<file path="src/rtl/mem_arb_pkg.sv">
// Shared types for the ic/dc memory port arbiter.
// State encoding, owner encoding and line geometry helper.
package mem_arb_pkg;

   typedef enum logic [1:0] {
      IDLE    = 2'd0,
      BUSY    = 2'd1,
      RELEASE = 2'd2
   } arb_state_e;

   localparam logic OWN_IC = 1'b0;
   localparam logic OWN_DC = 1'b1;

   function automatic int line_words(input int word_offset);
      return 1 << word_offset;
   endfunction

endpackage

</file>
<file path="src/rtl/mem_arb_rr.sv">
// Two-way round-robin picker for the memory port arbiter.
// On a tie the requester that was not served last wins.
module mem_arb_rr
   import mem_arb_pkg::*;
(
   input  logic [1:0] eligible,
   input  logic       last,
   output logic       gnt_valid,
   output logic       winner
);

   always_comb begin
      gnt_valid = |eligible;
      winner    = OWN_IC;
      unique case (1'b1)
         (eligible == 2'b11): winner = ~last;
         (eligible == 2'b10): winner = OWN_DC;
         (eligible == 2'b01): winner = OWN_IC;
         default:             winner = OWN_IC;
      endcase
   end

endmodule

</file>
<file path="src/rtl/mem_port_arbiter.sv">
// Shares one external memory port between the ic and dc controllers.
// Sequences line refills and single-word write-throughs, one owner at a time.
module mem_port_arbiter
   import mem_arb_pkg::*;
#(
   parameter int ADR_WIDTH   = 32,
   parameter int DATA_WIDTH  = 32,
   parameter int WORD_OFFSET = 2
) (
   input  logic                   clk,
   input  logic                   rst,
   input  logic                   req_ic2arb,
   input  logic [ADR_WIDTH-1:0]   adr_ic2arb,
   input  logic                   rdwr_ic2arb,
   input  logic [DATA_WIDTH-1:0]  dat_ic2arb,
   input  logic                   req_dc2arb,
   input  logic [ADR_WIDTH-1:0]   adr_dc2arb,
   input  logic                   rdwr_dc2arb,
   input  logic [DATA_WIDTH-1:0]  dat_dc2arb,
   output logic                   ack_arb2ic,
   output logic                   ack_arb2dc,
   output logic [DATA_WIDTH-1:0]  dat_arb2cc,
   output logic [WORD_OFFSET-1:0] word_arb2cc,
   output logic                   req_arb2mem,
   output logic [ADR_WIDTH-1:0]   adr_arb2mem,
   output logic                   rdwr_arb2mem,
   output logic [DATA_WIDTH-1:0]  dat_arb2mem,
   input  logic                   ack_mem2arb,
   input  logic [DATA_WIDTH-1:0]  dat_mem2arb,
   output logic                   busy
);

   localparam int LINE_WORDS = line_words(WORD_OFFSET);
   localparam logic [WORD_OFFSET-1:0] LAST_WORD =
      WORD_OFFSET'(LINE_WORDS - 1);
   localparam int LINE_LSB = WORD_OFFSET + 2;

   arb_state_e             state_q, state_d;
   logic                   owner_q, owner_d;
   logic                   last_q, last_d;
   logic [1:0]             served_q, served_d;
   logic [WORD_OFFSET-1:0] cnt_q, cnt_d;
   logic                   req_q, req_d;
   logic                   rdwr_q, rdwr_d;
   logic [ADR_WIDTH-1:0]   adr_q, adr_d;
   logic [DATA_WIDTH-1:0]  dat_q, dat_d;

   logic                   in_busy;
   logic                   final_ack;
   logic [WORD_OFFSET-1:0] cnt_inc;
   logic [1:0]             eligible;
   logic                   gnt_valid;
   logic                   winner;
   logic [ADR_WIDTH-1:0]   sel_adr;
   logic                   sel_rdwr;
   logic [DATA_WIDTH-1:0]  sel_dat;

   assign in_busy   = (state_q == BUSY);
   assign cnt_inc   = cnt_q + 1'b1;
   assign final_ack = in_busy & ack_mem2arb &
                      (rdwr_q | (cnt_q == LAST_WORD));

   // A held req stays ineligible until it has been low for a cycle.
   assign eligible = {req_dc2arb & ~served_q[1],
                      req_ic2arb & ~served_q[0]};

   mem_arb_rr u_rr (
      .eligible  (eligible),
      .last      (last_q),
      .gnt_valid (gnt_valid),
      .winner    (winner)
   );

   assign sel_adr  = (winner == OWN_DC) ? adr_dc2arb  : adr_ic2arb;
   assign sel_rdwr = (winner == OWN_DC) ? rdwr_dc2arb : rdwr_ic2arb;
   assign sel_dat  = (winner == OWN_DC) ? dat_dc2arb  : dat_ic2arb;

   always_comb begin
      state_d  = state_q;
      owner_d  = owner_q;
      last_d   = last_q;
      served_d = served_q;
      cnt_d    = cnt_q;
      req_d    = req_q;
      rdwr_d   = rdwr_q;
      adr_d    = adr_q;
      dat_d    = dat_q;

      unique case (state_q)
         IDLE: begin
            if (gnt_valid) begin
               state_d = BUSY;
               owner_d = winner;
               last_d  = winner;
               cnt_d   = '0;
               req_d   = 1'b1;
               rdwr_d  = sel_rdwr;
               dat_d   = sel_dat;
               if (sel_rdwr) begin
                  adr_d = sel_adr;
               end else begin
                  adr_d = {sel_adr[ADR_WIDTH-1:LINE_LSB],
                           {WORD_OFFSET{1'b0}}, 2'b00};
               end
            end
         end
         BUSY: begin
            if (ack_mem2arb) begin
               cnt_d = cnt_inc;
               if (final_ack) begin
                  state_d = RELEASE;
                  req_d   = 1'b0;
               end else if (!rdwr_q) begin
                  adr_d = {adr_q[ADR_WIDTH-1:LINE_LSB],
                           cnt_inc, 2'b00};
               end
            end
         end
         RELEASE: state_d = IDLE;
         default: state_d = IDLE;
      endcase

      if (final_ack) begin
         served_d[owner_q] = 1'b1;
      end
      if (!req_ic2arb) begin
         served_d[0] = 1'b0;
      end
      if (!req_dc2arb) begin
         served_d[1] = 1'b0;
      end
   end

   always_ff @(posedge clk) begin
      if (rst) begin
         state_q  <= IDLE;
         owner_q  <= OWN_IC;
         last_q   <= OWN_IC;
         served_q <= '0;
         cnt_q    <= '0;
         req_q    <= 1'b0;
         rdwr_q   <= 1'b0;
         adr_q    <= '0;
         dat_q    <= '0;
      end else begin
         state_q  <= state_d;
         owner_q  <= owner_d;
         last_q   <= last_d;
         served_q <= served_d;
         cnt_q    <= cnt_d;
         req_q    <= req_d;
         rdwr_q   <= rdwr_d;
         adr_q    <= adr_d;
         dat_q    <= dat_d;
      end
   end

   assign ack_arb2ic   = ack_mem2arb & in_busy & (owner_q == OWN_IC);
   assign ack_arb2dc   = ack_mem2arb & in_busy & (owner_q == OWN_DC);
   assign dat_arb2cc   = dat_mem2arb;
   assign word_arb2cc  = cnt_q;
   assign req_arb2mem  = req_q;
   assign adr_arb2mem  = adr_q;
   assign rdwr_arb2mem = rdwr_q;
   assign dat_arb2mem  = dat_q;
   assign busy         = (state_q != IDLE);

endmodule

</file>
<file path="config.mk">
export PLATFORM = sky130hd
export DESIGN_NAME = mem_port_arbiter
export DESIGN_NICKNAME = d
export VERILOG_FILES = /design/src/rtl/mem_arb_pkg.sv /design/src/rtl/mem_arb_rr.sv /design/src/rtl/mem_port_arbiter.sv
export SDC_FILE = /design/constraint.sdc
export NUM_CORES = 1
export LEC_CHECK = 0
export CORE_MARGIN = 2
export CORE_UTILIZATION = 34
export DETAILED_ROUTE_END_ITERATION = 10
export PLACE_DENSITY = 0.82
export SYNTH_ARGS = -nofsm -noshare
export SYNTH_HDL_FRONTEND = slang
export SYNTH_SLANG_ARGS = --single-unit
</file>
<file path="constraint.sdc">
create_clock -name clk -period 1.6 [get_ports clk]
set_input_delay 0.4 -clock clk [delete_from_list [all_inputs] [get_ports clk]]
set_output_delay 0.4 -clock clk [all_outputs]
set_load 0.005 [all_outputs]
</file>
==> impl_metrics.json <==
{
  "ys_warn_count": 0,
  "syn-num-nets": 550,
  "post-synth-top-area-cell": "dfxtp_1",
  "switching_share_pct": 24.8,
  "drc": 0,
  "synth.area.top_cells": "dfxtp_1 42%, mux2i_1 18%, a21oi_1 9.9%, o21ai_0 9.3%, buf_4 7.7%",
  "yosysSeqAreaShare_pct": 41.8,
  "worstPathRequired_ns": 1.20,
  "wirelength_um": 11900,
  "fmax_mhz": 640,
  "pin_count": 270,
  "cts_sinks": 73,
  "grt_start_max_net_pins": 62,
  "crit_family": "buffers and inverters",
  "hold_buffers": 0,
  "portBuffers": 205,
  "crit_type": "flop to output pin",
  "drv_slew": 0,
  "initialDrtViolationCount": 108,
  "die_w_um": 105,
  "hold_slack_ns": 0.375,
  "status": "complete, no violations",
  "cellPowerDensity_nw_per_um2": 912,
  "finalHoldViolations": 0,
  "timing.rr.start": "state_q[0]$_SDFFE_PP0P_",
  "area_growth_pct": 74.1,
  "firstDrtPassIters": 4,
  "cts_buffers": 9,
  "path_cells": "clkdlybuf4s50_1",
  "p_seq_share_pct": 38.4,
  "ant_nets": 0,
  "final.min_clock_period_ns": 1.56,
  "skew_ns": 0.00740,
  "hpwlAfterDp_um": 8310,
  "multi_input_comb_area_um2": 1650,
  "intPower_mw": 4.17,
  "antenna_found_initial": 0,
  "hp-class": "input port to flop",
  "cts_buffer_depth": 2,
  "rsz0062_at_grt": "no",
  "gp_congestion": 0.795,
  "reg2reg_slack_ns": 0.08,
  "crit_path_end_kind": "output pin",
  "fillCellCount": 863,
  "combPwrFrac_pct": 27.1,
  "reg2regPathDepth": 7,
  "crit_slowest_cell": "clkdlybuf4s50_1",
  "drive_above_1_share_pct": 14.1,
  "power_switching_mw": 1.38,
  "cts-root-buf": "clkbuf_8",
  "vias": 3556,
  "insertion_delay_ns": 0.33,
  "crit_fanout": 2,
  "nNetsFinal": 738,
  "clkTransAtPathRegs_ns": 0.08,
  "ys_seq_elements": 73,
  "netlist-cell-type-count": 32,
  "synthesis.area_um2": 3490,
  "clockPowerShare_pct": 34.5,
  "die_area_um2": 11100,
  "arrival_ns": 1.16,
  "final_cell_area_um2": 6080,
  "grt_usage_pct": 18.7,
  "worstHoldStart": "req_ic2arb",
  "fp.dieH_um": 105,
  "drt-vias-per-instance": 5.01,
  "routedWlPerCell_um": 16.8,
  "path_buf_inv": 1,
  "hold-path-cell-count": 2,
  "final_common_cell": "clkdlybuf4s50_1",
  "post-route-period-util_pct": 97.6,
  "synth.avg_cell_area_um2": 9.14,
  "htreeDepth": 3,
  "p_leak_nw": 2.94,
  "rows": 37,
  "diodes": 0,
  "min_to": "served_q[0]$_SDFFE_PP0P_",
  "maxCapViolCount": 0,
  "ir_drop_uv": 667,
  "placed_area_um2": 5520,
  "grt_pass1_wl_um": 16600,
  "cts_tree": "yes",
  "syn_inst": 382,
  "relSlewSlack_pct": 82.9,
  "max_stage_delay_ns": 0.51,
  "r2r-end": "adr_arb2mem[25]$_SDFFE_PP0P_",
  "final-seq-area_um2": 1490,
  "setup_viol": 0,
  "grt_pass1_vias": 3420,
  "synth_top_area_share_pct": 41.8,
  "core-area_um2": 10100,
  "initial_core_util_pct": 34.5,
  "overflow": 0,
  "tightest_slew_ns": 0.256,
  "layout_common_cells": "147 x clkdlybuf4s50_1, 69 x a21oi_1, 65 x o21ai_0, 62 x mux2i_1, 52 x dfxtp_1",
  "start_kind": "flop",
  "crit_start": "dat_arb2mem[18]$_SDFFE_PP0P_"
}
layer usage:
metal,up-vias,wire length [um],global-route usage (%)
li1,1711,-,-
met1,1657,4290,17.5
met4,0,236,6.95
met5,-,0,0
met2,167,6310,36.6
met3,21,1050,6.93
kinds of logic after synthesis:
group	count (synthesis)	share of synthesized area, %
flops	73	41.8
mux	63	18.1
fa+ha+maj	1	0.358
buf+inv	61	12.0
simple gates	43	6.52
compound gates	141	21.2
worst max-delay path by stage:
stage	end	cells after the start
final	dat_arb2mem[18]	1
after detailed placement	ack_arb2ic	4
after global placement	ack_arb2ic	4
after floorplan	adr_arb2mem[10]$_SDFFE_PP0P_	6
after CTS	ack_arb2dc	3
after global routing	dat_arb2mem[18]	1
cells in the mapped netlist:
library cell  instances
dfxtp_1              73
a21oi_1              69
o21ai_0              65
mux2i_1              63
buf_4                36
nand2_1              10
buf_2                 9
clkbuf_1              8
buf_6                 6
nand3_1               6
nor2_1                6
nor3_1                4
nand2b_1              3
a32o_1                2
nand3b_1              2
nand4_1               2
nor2b_1               2
or2_2                 2
a211oi_1              1
a21o_1                1
a21oi_4               1
and3_1                1
and3b_1               1
buf_1                 1
ha_1                  1
inv_1                 1
nand2_4               1
nor3b_1               1
o2111ai_1             1
o211a_1               1
or2_1                 1
or3_1                 1
flip-flops by register name (all words and copies together) (netlist names):
name / count
dat_arb2mem: 32
word_arb2cc: 2
last_q: 1
req_arb2mem: 1
adr_arb2mem: 32
rdwr_arb2mem: 1
served_q: 2
state_q: 2
cell type report:
| cell class | instances | share of cell area, % |
|---|---|---|
| Clock inverter | 5 | 2.10 |
| Clock buffer | 10 | 2.26 |
| Timing Repair Buffer | 237 | 41.2 |
| Inverter | 1 | 0.0617 |
| Sequential cell | 73 | 24.5 |
| Multi-Input combinational cell | 248 | 27.1 |
| Tap cell | 136 | 2.80 |
power groups by stage:
stage | Combinational (mW) | Clock (mW) | Sequential (mW)
detailed placement | 1.40 | 0 | 2.16
finish | 1.50 | 1.91 | 2.13
CTS | 1.40 | 1.96 | 2.12
global route | 1.61 | 2.03 | 2.15
global placement | 1.37 | 0 | 2.15
floorplan | 0.584 | 0 | 2.17
through the flow:
stage | setup TNS, ns | worst slack (ns) | cells | utilization [%] | power (mW)
2_1_floorplan | 0 | 0.203 | 382 | - | 2.75
3_3_place_gp | -19.42 | -0.393 | 682 | 54.4 | 3.52
3_5_place_dp | -23.00 | -0.438 | 682 | 54.4 | 3.56
4_1_cts | -0.0264 | -0.0264 | 702 | 57.3 | 5.49
5_1_grt | 0 | 0.000471 | 710 | 60.0 | 5.79
6_report | 0 | 0.0378 | 710 | 60.0 | 5.54
repair_timing:
action / in CTS / in global routing
pin swaps: 4 / 3
cloned: 1 / 4
buffers inserted: 4 / 4
gates resized for setup: 49 / 49
setup endpoints to repair: 38 / 102
hold endpoints to repair: 0 / 0
(Power assumes the default switching activity.)
